## config.mk

```make
export PLATFORM = sky130hd
export DESIGN_NAME = fp_multiplier_param_flat
export DESIGN_NICKNAME = d
export VERILOG_FILES = /design/src/rtl/fp_pkg.sv /design/src/rtl/fp_multiplier_param_if.sv /design/src/rtl/fp_round_rne.sv /design/src/rtl/fp_multiplier_param.sv /design/src/flat_wrapper.sv
export SDC_FILE = /design/constraint.sdc
export NUM_CORES = 2
export LEC_CHECK = 0
export ABC_AREA = 0
export BUFFER_PORTS_ARGS = -buffer_cell sky130_fd_sc_hd__buf_2
export CAP_MARGIN = 20
export CORE_MARGIN = 2
export CORE_UTILIZATION = 55
export CTS_BUF_LIST = sky130_fd_sc_hd__clkbuf_4 sky130_fd_sc_hd__clkbuf_8
export CTS_CLUSTER_SIZE = 24
export DETAILED_ROUTE_END_ITERATION = 12
export HOLD_SLACK_MARGIN = 0.05
export PLACE_DENSITY = 0.72
export SLEW_MARGIN = 40
export SYNTH_ARGS = -nofsm -noshare
export SYNTH_HDL_FRONTEND = slang
export SYNTH_SLANG_ARGS = --single-unit
```

## constraint.sdc

```tcl
create_clock -name clk -period 15 [get_ports clk]
set_input_delay 4.5 -clock clk [delete_from_list [all_inputs] [get_ports clk]]
set_output_delay 4.5 -clock clk [all_outputs]
set_load 0.01 [all_outputs]
```

## src/rtl/fp_pkg.sv

```systemverilog
// Shared types and constant helpers for the parametrised FP multiplier.
package fp_pkg;

  typedef enum logic [2:0] {
    ST_IDLE,
    ST_UNPACK,
    ST_MULTIPLY,
    ST_NORMALIZE,
    ST_ROUND,
    ST_DONE
  } fp_mul_state_t;

  // Subnormals are flushed, so they classify as zero.
  typedef enum logic [1:0] {
    CLS_ZERO,
    CLS_NORMAL,
    CLS_INF,
    CLS_NAN
  } fp_class_t;

  // Exponent bias for an EXP_W-bit exponent field.
  function automatic int bias(input int exp_w);
    return (1 << (exp_w - 1)) - 1;
  endfunction

  // Canonical quiet NaN {0, all-ones exponent, 1, zeros}, right-aligned in 64 bits.
  function automatic logic [63:0] qnan(input int exp_w, input int man_w);
    logic [63:0] ones;
    ones = (64'd1 << (exp_w + 1)) - 64'd1;
    return ones << (man_w - 1);
  endfunction

endpackage

```

## src/rtl/fp_multiplier_param_if.sv

```systemverilog
// Start/ready/done handshake and result bus of the FP multiplier.
interface fp_multiplier_param_if #(
  parameter int EXP_W = 8,
  parameter int MAN_W = 23
);
  localparam int W = 1 + EXP_W + MAN_W;

  logic         start_i;
  logic [W-1:0] a_i;
  logic [W-1:0] b_i;
  logic         ready_o;
  logic [W-1:0] product_o;
  logic         done_o;
  logic         nan_o;
  logic         infinit_o;
  logic         overflow_o;
  logic         underflow_o;
  logic         inexact_o;

  // Controller side.
  modport master (
    output start_i, a_i, b_i,
    input  ready_o, product_o, done_o, nan_o, infinit_o,
           overflow_o, underflow_o, inexact_o
  );

  // Multiplier side.
  modport slave (
    input  start_i, a_i, b_i,
    output ready_o, product_o, done_o, nan_o, infinit_o,
           overflow_o, underflow_o, inexact_o
  );
endinterface

```

## src/rtl/fp_round_rne.sv

```systemverilog
// Combinational round-to-nearest-even on a normalised significand.
// The significand carries its hidden bit; a carry out of rounding
// renormalises to 1.0 and bumps the exponent.
module fp_round_rne #(
  parameter int EXP_W = 8,
  parameter int MAN_W = 23
) (
  input  logic [MAN_W:0]             sig,
  input  logic                       guard,
  input  logic                       sticky,
  input  logic signed [EXP_W+1:0]    exp_pre,
  output logic [MAN_W-1:0]           frac,
  output logic signed [EXP_W+1:0]    exp_post,
  output logic                       inexact
);
  localparam int XW = EXP_W + 2;

  logic             inc;
  logic [MAN_W+1:0] sum;

  // Increment on G and (S or LSB); handle the carry-out renormalisation.
  always_comb begin
    inc      = guard & (sticky | sig[0]);
    sum      = {1'b0, sig} + {{(MAN_W+1){1'b0}}, inc};
    frac     = sum[MAN_W-1:0];
    exp_post = exp_pre;
    if (sum[MAN_W+1]) begin
      frac     = '0;
      exp_post = exp_pre + XW'(1);
    end
    inexact  = guard | sticky;
  end

endmodule

```

## src/rtl/fp_multiplier_param.sv

```systemverilog
// Multi-cycle IEEE-754-style multiplier: UNPACK, MULTIPLY, NORMALIZE,
// ROUND, DONE, one cycle each. Specials are resolved in UNPACK and carried
// down the pipe so every operation has the same latency.
module fp_multiplier_param
  import fp_pkg::*;
#(
  parameter int EXP_W = 8,
  parameter int MAN_W = 23
) (
  input logic                 clk,
  input logic                 rst,
  fp_multiplier_param_if.slave bus
);
  localparam int W     = 1 + EXP_W + MAN_W;
  localparam int SIG_W = MAN_W + 1;
  localparam int PRD_W = 2 * MAN_W + 2;
  localparam int XW    = EXP_W + 2;

  localparam logic signed [XW-1:0] BIAS_X  = XW'(bias(EXP_W));
  localparam logic signed [XW-1:0] EXP_MAX = XW'((1 << EXP_W) - 1);
  localparam logic [EXP_W-1:0]     EXP_ONES = '1;
  localparam logic [63:0]          QNAN_L   = qnan(EXP_W, MAN_W);
  localparam logic [W-1:0]         QNAN     = QNAN_L[W-1:0];

  fp_mul_state_t state_q, state_d;
  logic          accept;

  // Operand capture
  logic [W-1:0] a_q, b_q;

  // UNPACK stage
  fp_class_t          cls_a, cls_b;
  logic               any_nan, any_inf, any_zero;
  logic [SIG_W-1:0]   sig_a_q, sig_b_q;
  logic [EXP_W-1:0]   ea_q, eb_q;
  logic               sp_nan_q, sp_inf_q, sp_zero_q, inf_any_q;

  // MULTIPLY stage
  logic               sign_q;
  logic signed [XW-1:0] exp_m_q;
  logic [PRD_W-1:0]   prod_q;

  // NORMALIZE stage
  logic [SIG_W-1:0]   sig_n_q;
  logic               g_q, s_q;
  logic signed [XW-1:0] exp_n_q;

  // ROUND stage
  logic [MAN_W-1:0]   frac_r;
  logic signed [XW-1:0] exp_r;
  logic               inx_r;
  logic [W-1:0]       res_p;
  logic               res_nan, res_ovf, res_unf, res_inx;

  // Result registers
  logic [W-1:0] product_q;
  logic         done_q, nan_q, inf_q, ovf_q, unf_q, inx_q;

  function automatic fp_class_t classify(input logic [EXP_W-1:0] e,
                                         input logic [MAN_W-1:0] f);
    if (e == EXP_ONES) return (f == '0) ? CLS_INF : CLS_NAN;
    if (e == '0)       return CLS_ZERO;
    return CLS_NORMAL;
  endfunction

  assign accept = (state_q == ST_IDLE) && bus.start_i;

  // State register
  always_ff @(posedge clk or posedge rst) begin
    if (rst) state_q <= ST_IDLE;
    else     state_q <= state_d;
  end

  // Next-state: fixed walk through the stages once started
  always_comb begin
    state_d = state_q;
    unique case (state_q)
      ST_IDLE:      if (bus.start_i) state_d = ST_UNPACK;
      ST_UNPACK:    state_d = ST_MULTIPLY;
      ST_MULTIPLY:  state_d = ST_NORMALIZE;
      ST_NORMALIZE: state_d = ST_ROUND;
      ST_ROUND:     state_d = ST_DONE;
      ST_DONE:      state_d = ST_IDLE;
      default:      state_d = ST_IDLE;
    endcase
  end

  // Operands are captured only on accept and held while busy
  always_ff @(posedge clk) begin
    if (accept) begin
      a_q <= bus.a_i;
      b_q <= bus.b_i;
    end
  end

  // Operand classification; inf*0 is folded into the NaN case
  always_comb begin
    cls_a    = classify(a_q[W-2:MAN_W], a_q[MAN_W-1:0]);
    cls_b    = classify(b_q[W-2:MAN_W], b_q[MAN_W-1:0]);
    any_nan  = (cls_a == CLS_NAN)  || (cls_b == CLS_NAN);
    any_inf  = (cls_a == CLS_INF)  || (cls_b == CLS_INF);
    any_zero = (cls_a == CLS_ZERO) || (cls_b == CLS_ZERO);
  end

  // UNPACK: split fields, attach hidden bit, latch special-case decision
  always_ff @(posedge clk) begin
    if (state_q == ST_UNPACK) begin
      sig_a_q   <= {cls_a == CLS_NORMAL, a_q[MAN_W-1:0]};
      sig_b_q   <= {cls_b == CLS_NORMAL, b_q[MAN_W-1:0]};
      ea_q      <= a_q[W-2:MAN_W];
      eb_q      <= b_q[W-2:MAN_W];
      sp_nan_q  <= any_nan | (any_inf & any_zero);
      sp_inf_q  <= any_inf;
      sp_zero_q <= any_zero;
      inf_any_q <= any_inf;
    end
  end

  // MULTIPLY: sign, biased exponent sum, full significand product
  always_ff @(posedge clk) begin
    if (state_q == ST_MULTIPLY) begin
      sign_q  <= a_q[W-1] ^ b_q[W-1];
      exp_m_q <= $signed({2'b00, ea_q}) + $signed({2'b00, eb_q}) - BIAS_X;
      prod_q  <= PRD_W'(sig_a_q) * PRD_W'(sig_b_q);
    end
  end

  // NORMALIZE: product is in [1,4); fold the top bit into the exponent
  always_ff @(posedge clk) begin
    if (state_q == ST_NORMALIZE) begin
      if (prod_q[PRD_W-1]) begin
        sig_n_q <= prod_q[PRD_W-1 -: SIG_W];
        g_q     <= prod_q[MAN_W];
        s_q     <= |prod_q[MAN_W-1:0];
        exp_n_q <= exp_m_q + XW'(1);
      end else begin
        sig_n_q <= prod_q[PRD_W-2 -: SIG_W];
        g_q     <= prod_q[MAN_W-1];
        s_q     <= |prod_q[MAN_W-2:0];
        exp_n_q <= exp_m_q;
      end
    end
  end

  fp_round_rne #(.EXP_W(EXP_W), .MAN_W(MAN_W)) u_round (
    .sig      (sig_n_q),
    .guard    (g_q),
    .sticky   (s_q),
    .exp_pre  (exp_n_q),
    .frac     (frac_r),
    .exp_post (exp_r),
    .inexact  (inx_r)
  );

  // Result selection in priority order: NaN, inf, zero, overflow, underflow, normal
  always_comb begin
    res_p   = {sign_q, exp_r[EXP_W-1:0], frac_r};
    res_nan = 1'b0;
    res_ovf = 1'b0;
    res_unf = 1'b0;
    res_inx = inx_r;
    if (sp_nan_q) begin
      res_p   = QNAN;
      res_nan = 1'b1;
      res_inx = 1'b0;
    end else if (sp_inf_q) begin
      res_p   = {sign_q, EXP_ONES, {MAN_W{1'b0}}};
      res_inx = 1'b0;
    end else if (sp_zero_q) begin
      res_p   = {sign_q, {(W-1){1'b0}}};
      res_inx = 1'b0;
    end else if (!exp_r[XW-1] && (exp_r >= EXP_MAX)) begin
      res_p   = {sign_q, EXP_ONES, {MAN_W{1'b0}}};
      res_ovf = 1'b1;
      res_inx = 1'b1;
    end else if (exp_r[XW-1] || (exp_r == '0)) begin
      res_p   = {sign_q, {(W-1){1'b0}}};
      res_unf = 1'b1;
      res_inx = 1'b1;
    end
  end

  // Result/flag registers: cleared on accept, loaded leaving ROUND, done for one cycle
  always_ff @(posedge clk or posedge rst) begin
    if (rst) begin
      product_q <= '0;
      done_q    <= 1'b0;
      nan_q     <= 1'b0;
      inf_q     <= 1'b0;
      ovf_q     <= 1'b0;
      unf_q     <= 1'b0;
      inx_q     <= 1'b0;
    end else if (accept) begin
      done_q <= 1'b0;
      nan_q  <= 1'b0;
      inf_q  <= 1'b0;
      ovf_q  <= 1'b0;
      unf_q  <= 1'b0;
      inx_q  <= 1'b0;
    end else if (state_q == ST_ROUND) begin
      product_q <= res_p;
      done_q    <= 1'b1;
      nan_q     <= res_nan;
      inf_q     <= inf_any_q;
      ovf_q     <= res_ovf;
      unf_q     <= res_unf;
      inx_q     <= res_inx;
    end else if (state_q == ST_DONE) begin
      done_q <= 1'b0;
    end
  end

  assign bus.ready_o     = (state_q == ST_IDLE);
  assign bus.product_o   = product_q;
  assign bus.done_o      = done_q;
  assign bus.nan_o       = nan_q;
  assign bus.infinit_o   = inf_q;
  assign bus.overflow_o  = ovf_q;
  assign bus.underflow_o = unf_q;
  assign bus.inexact_o   = inx_q;

endmodule

```

## src/flat_wrapper.sv

```systemverilog
// flat-port wrapper written by rule: the top's interface ports become plain ports
module fp_multiplier_param_flat import fp_pkg::*;
#(
  parameter int EXP_W = 8,
  parameter int MAN_W = 23
)
  (clk, rst, bus_start_i, bus_a_i, bus_b_i, bus_ready_o, bus_product_o, bus_done_o, bus_nan_o, bus_infinit_o, bus_overflow_o, bus_underflow_o, bus_inexact_o);
  fp_multiplier_param_if #(.EXP_W(EXP_W), .MAN_W(MAN_W)) bus_i ();
  input logic clk;
  input logic rst;
  input wire logic [$bits(bus_i.start_i)-1:0] bus_start_i;
  input wire logic [$bits(bus_i.a_i)-1:0] bus_a_i;
  input wire logic [$bits(bus_i.b_i)-1:0] bus_b_i;
  output wire logic [$bits(bus_i.ready_o)-1:0] bus_ready_o;
  output wire logic [$bits(bus_i.product_o)-1:0] bus_product_o;
  output wire logic [$bits(bus_i.done_o)-1:0] bus_done_o;
  output wire logic [$bits(bus_i.nan_o)-1:0] bus_nan_o;
  output wire logic [$bits(bus_i.infinit_o)-1:0] bus_infinit_o;
  output wire logic [$bits(bus_i.overflow_o)-1:0] bus_overflow_o;
  output wire logic [$bits(bus_i.underflow_o)-1:0] bus_underflow_o;
  output wire logic [$bits(bus_i.inexact_o)-1:0] bus_inexact_o;
  assign bus_i.start_i = bus_start_i;
  assign bus_i.a_i = bus_a_i;
  assign bus_i.b_i = bus_b_i;
  assign bus_ready_o = bus_i.ready_o;
  assign bus_product_o = bus_i.product_o;
  assign bus_done_o = bus_i.done_o;
  assign bus_nan_o = bus_i.nan_o;
  assign bus_infinit_o = bus_i.infinit_o;
  assign bus_overflow_o = bus_i.overflow_o;
  assign bus_underflow_o = bus_i.underflow_o;
  assign bus_inexact_o = bus_i.inexact_o;
  fp_multiplier_param #(.EXP_W(EXP_W), .MAN_W(MAN_W)) u_core (.clk(clk), .rst(rst), .bus(bus_i));
endmodule
```

=== Word level (Yosys, flattened, before mapping) ===
Index checks and enable logic that the tools add are counted.

* Add/subtract/negate cells: 5
* $mul: 1
* Order comparisons: 1
* Equality and inequality tests: 14
* Muxes and demuxes: 57
* Bitwise gates (word level): 7
* Reductions and logical operators: 20

{| class="wikitable"
|+ Operator list
! cell !! number
|-
| 31-bit two-way mux || 4
|-
| 24-bit by 24-bit multiplier with 48-bit output || 1
|-
| 23-bit logical NOT || 2
|-
| 23-bit two-way mux || 2
|-
| 1-bit two-way mux || 38
|-
| 32-bit two-way mux || 1
|-
| 24-bit by 1-bit adder with 25-bit output || 1
|-
| 23-bit OR reduction || 1
|-
| 22-bit OR reduction || 1
|-
| 10-bit by 2-bit adder with 10-bit output (second input constant) || 2
|-
| 10-bit two-way mux || 2
|-
| 8-bit == test (second input constant) || 2
|-
| 8-bit logical NOT || 2
|-
| 2-bit two-way mux || 8
|-
| 3-bit case mux with 5 select lines || 1
|-
| 10-bit by 9-bit greater-or-equal comparator with 1-bit output (second input constant) || 1
|-
| 10-bit logical NOT || 1
|-
| 10-bit by 8-bit subtractor with 10-bit output (second input constant) || 1
|-
| 8-bit by 8-bit adder with 9-bit output || 1
|-
| 2-bit == test (second input constant) || 4
|-
| 3-bit by 2-bit == test with 1-bit output (second input constant) || 2
|-
| 3-bit == test (second input constant) || 2
|-
| 2-bit by 1-bit == test with 1-bit output (second input constant) || 2
|-
| 2-bit logical NOT || 2
|-
| other kinds (14) || 21
|}

* Register bits after elaboration: 267
* Input bits: 67
* Output and inout bits: 39
* Word-level logic and storage cells: 130

=== Logic depth before layout (Yosys ltp) ===
* Word-level depth: 13
* Depth in mapped cells: 25
* Mapped depth without buffers: 24

=== By module ===
From an unflattened synthesis, not the netlist that was laid out.

* Cells, all modules: 2818
* Area, all modules: 29385.7 sq um

{| class="wikitable"
|+ Modules (own cells, without submodules)
! module !! times used !! cells an instance !! area an instance (sq um) !! sequential area each (sq um)
|-
| fp_multiplier_param || 1 || 2704 || 28630.0 || 7812.5
|-
| fp_round_rne || 1 || 114 || 755.7 || 0.0
|}

=== Worst setup path after synthesis ===
OpenSTA, ideal clock, no wires.

* Path kind: register to register
* Start: register u_core.sig_b_q[3]
* End: register u_core.prod_q[46], data pin
* Setup time: 0.263 ns
* Data arrival time: 6.397 ns
* Data required time: 14.737 ns
* Setup slack: 8.340 ns
* Cell stages (with the launch flop): 26
* Path buffers: 1
* Clock period less this slack: 6.660 ns
* Cells stage by stage: edfxtp_1 > clkbuf_1 > nand2_1 > fa_1 > inv_1 > fa_1 > inv_1 > fa_1 > inv_1 > fa_1 > inv_1 > fa_1 > inv_1 > fa_1 > inv_1 > fa_1 > inv_1 > ha_1 > and4_1 > and2_1 > a221oi_1 > a21oi_1 > o2111ai_1 > nand2_1 > a311oi_1 > xnor2_1

* Cells in the longest elaborated chain, start to end: 1

{| class="wikitable"
|+ RTL lines
! item !! RTL line !! RTL
|-
| from (decl) || fp_multiplier_param.sv:34 || <nowiki>logic [SIG_W-1:0] sig_a_q, sig_b_q;</nowiki>
|-
| from (signal assigned) || fp_multiplier_param.sv:109 || <nowiki>sig_b_q <= {cls_b == CLS_NORMAL, b_q[MAN_W-1:0]};</nowiki>
|-
| 24-bit by 24-bit multiplier with 48-bit output || fp_multiplier_param.sv:124 || <nowiki>prod_q <= PRD_W'(sig_a_q) * PRD_W'(sig_b_q);</nowiki>
|-
| to (signal assigned) || fp_multiplier_param.sv:124 ||
|-
| to (decl) || fp_multiplier_param.sv:41 || <nowiki>logic [PRD_W-1:0] prod_q;</nowiki>
|}

Every way passes these cells.
A chain may end at the register's enable or synchronous reset.

=== Worst setup path in the final report ===
Ends and elaborated chain as after synthesis.

==> results.ini <==
[clock_network]
ctsHoldBuffers=0
cts-root-buf=clkbuf_8
cts_buffers=47
post_cts_buffers=0
clock_sinks=267
clk_path_buf_depth=3
cts_resized=0
cts_tree=built
h-tree-depth=2
insertion_delay_ps=690
path_clk_slew_ps=70

[min_path]
worstHoldPathType=register to register
hold_depth=0

[detailed_routing]
drcViolationCount=0
first_pass_iters=5
detail_route.wl_per_cell_um=19.5
wl_mm=71.3
ant_nets=0
drt-initial-drc-count=1374
vias_per_cell=5.50
num_vias=20100

[sta]
finalCritPeriodShare_pct=49.6
fmax_mhz=134
period_minus_slack_ps=7440
finClkSkew_ps=87.1
maxSlewViolCount=0
setup_viol=0
rsz0062_at_grt=false
hold_viol=0
relSlewSlack_pct=48.9
setup_tns_ps=0
worst_slew_pin_slew_ps=747

[worst_setup_path]
worstPathRequired_ps=15370
critPathLaunchType=register
ff2ff_path_depth=23
arrival_ps=7800
path_class=register to register
critical_path.max_fanout=13
cp-end-kind=register
r2r_slack_ps=7560

[synthesis]
yosysTopAreaCellShare_pct=32.8
yosysUniqueCellTypes=67
synth.net_count=3581
synth_warnings=0
synth_area_leaders=fa_1 33%, edfxtp_1 23%, ha_1 7.9%
yosys.area.top_type=fa_1
synthSimpleGateAreaFrac_pct=14.8
syn_inst=2844
synth_top_family_by_area=adder cells
yosysMostFrequentCell=inv_1
synth_edf_count=226
synth_common_cells=560 x inv_1, 483 x fa_1, 385 x nand2_1
synthArstFlopShare_pct=15.4
synth_area_mm2=0.0295
synth_compound_area_share_pct=5.38
synthMuxAreaShare_pct=0.954
synth_area_per_cell_um2=10.4
synth_xor_area_share_pct=2.91
synthAdderAreaFrac_pct=40.7
synth-seq-cells=267
seq_area_frac_synth_pct=26.5
synth-main-ff-cell=edfxtp_1

[global_routing]
grt_pass1_vias=22200
antenna_found_initial=0
grt-ovfl-total=0
grt_usage_pct=26.8
grt_pass1_wl_mm=117
grt_max_degree=69

[cells_and_area]
area_growth_pct=8.32
antenna_cells=0
drive_above_1_share_pct=10.1
fill_cells=4341
layout.nets=3672

[flow_run]
drv_cap=0

[die]
num_rows=84
fp.dieW_um=236
initial_utilization_pct=55.8
dieHeight_um=236
die-area_mm2=0.0555
coreArea_mm2=0.0529
io_pins=106

[place]
place_hpwl_mm=54.7
gp_congestion=0.893
port_buffers=105

[run_status]
outcome=finished clean

==> cell type report <==
type / instances / area (µm²) / share of cell area [%]
sequential: 267 / 7810 / 24.4
clock inverter: 23 / 209 / 0.653
inverter: 560 / 2100 / 6.57
tap: 688 / 861 / 2.69
multi-input combinational: 1894 / 19100 / 59.9
clock buffer: 58 / 736 / 2.30
timing repair buffer: 165 / 1120 / 3.50
==> critical path: stages (launching register included) <==
cell	delay (ps)
edfxtp_1	720
buf_6	240
nand2_1	90
fa_1	550
inv_1	60
fa_1	520
inv_1	70
fa_1	530
inv_1	60
fa_1	430
fa_1	480
fa_1	550
inv_1	50
fa_1	470
inv_1	40
ha_1	360
and4_1	220
and2_1	150
a221oi_1	330
a21oi_1	210
o2111ai_1	440
nand2_1	110
a311oi_1	320
xnor2_1	110
==> cell families (layout without fill, tap and decap cells) <==
logic type,after synthesis,count (layout)
AO/OA/AOI/OAI,230,230
XOR/XNOR,98,98
adder cells (fa/ha/maj),670,670
buffers and inverters,683,806
flip-flops,267,267
multiplexers,25,25
AND/OR/NAND/NOR,871,871
==> stage by stage <==
step	util, %	instance area (µm²)	worst slack (ps)	instances	hold WS (ps)
2_1_floorplan	-	29500	8340	2844	427
3_3_place_gp	58.0	30700	7540	3545	432
3_5_place_dp	58.5	30900	7460	3565	433
4_1_cts	60.3	31900	7450	3646	449
5_1_grt	60.5	32000	7230	3655	457
6_report	60.5	32000	7560	3655	447
==> routing by layer <==
metal,track usage (%),share of wire (%),vias to the layer above
met1,36.4,43,10100
met3,6.39,8.6,160
li1,-,-,9019
met4,8.69,2.9,0
met5,0,0,-
met2,42.8,46,788
==> path summary, 6_finish.rpt <==
kind	start	endpoint
max in group asynchronous	rst	u_core.bus.product_o[16]
hold / removal	u_core.a_q[13]	u_core.sig_a_q[13]
setup reg to reg	u_core.sig_b_q[3]	u_core.prod_q[46]
setup / recovery	u_core.sig_b_q[3]	u_core.prod_q[46]
min in group asynchronous	rst	u_core.bus.product_o[27]
hold reg to reg	u_core.a_q[13]	u_core.sig_a_q[13]
==> layout by cell type (no fill, tap or decap), types with 11 or more instances in the layout <==
| cell | synthesis | layout |
|---|---|---|
| buf_4 | 0 | 30 |
| xor2_1 | 41 | 41 |
| and2_1 | 298 | 297 |
| a21o_1 | 39 | 39 |
| dfrtp_1 | 41 | 41 |
| buf_6 | 1 | 22 |
| a21oi_1 | 58 | 58 |
| xnor2_1 | 57 | 57 |
| mux2_2 | 25 | 25 |
| ha_1 | 187 | 187 |
| o21ai_2 | 20 | 20 |
| buf_2 | 1 | 105 |
| fa_1 | 483 | 483 |
| a31oi_1 | 11 | 11 |
| edfxtp_1 | 226 | 226 |
| clkbuf_8 | 0 | 48 |
| inv_1 | 560 | 560 |
| o21ai_0 | 33 | 33 |
| nand2_1 | 385 | 385 |
| nor4_1 | 24 | 23 |
| and3_1 | 13 | 13 |
| nand4_1 | 18 | 18 |
| nor2_1 | 47 | 47 |
| nand3_1 | 31 | 31 |
==> sequential cells by signal, summed over array words and instances, names as in the netlist, 3 cells and up <==
| register | flops |
|---|---|
| u_core.a_q | 32 |
| u_core.sig_n_q | 24 |
| u_core.sig_a_q | 24 |
| u_core.exp_n_q | 10 |
| u_core.ea_q | 8 |
| u_core.prod_q | 48 |
| u_core.b_q | 32 |
| u_core.exp_m_q | 10 |
| u_core.state_q | 3 |
| u_core.sig_b_q | 24 |
| u_core.eb_q | 8 |
| u_core.bus.product_o | 32 |
Power is not shown: default switching activity piles up to over one toggle a cycle in this logic, so the estimate is an artifact.
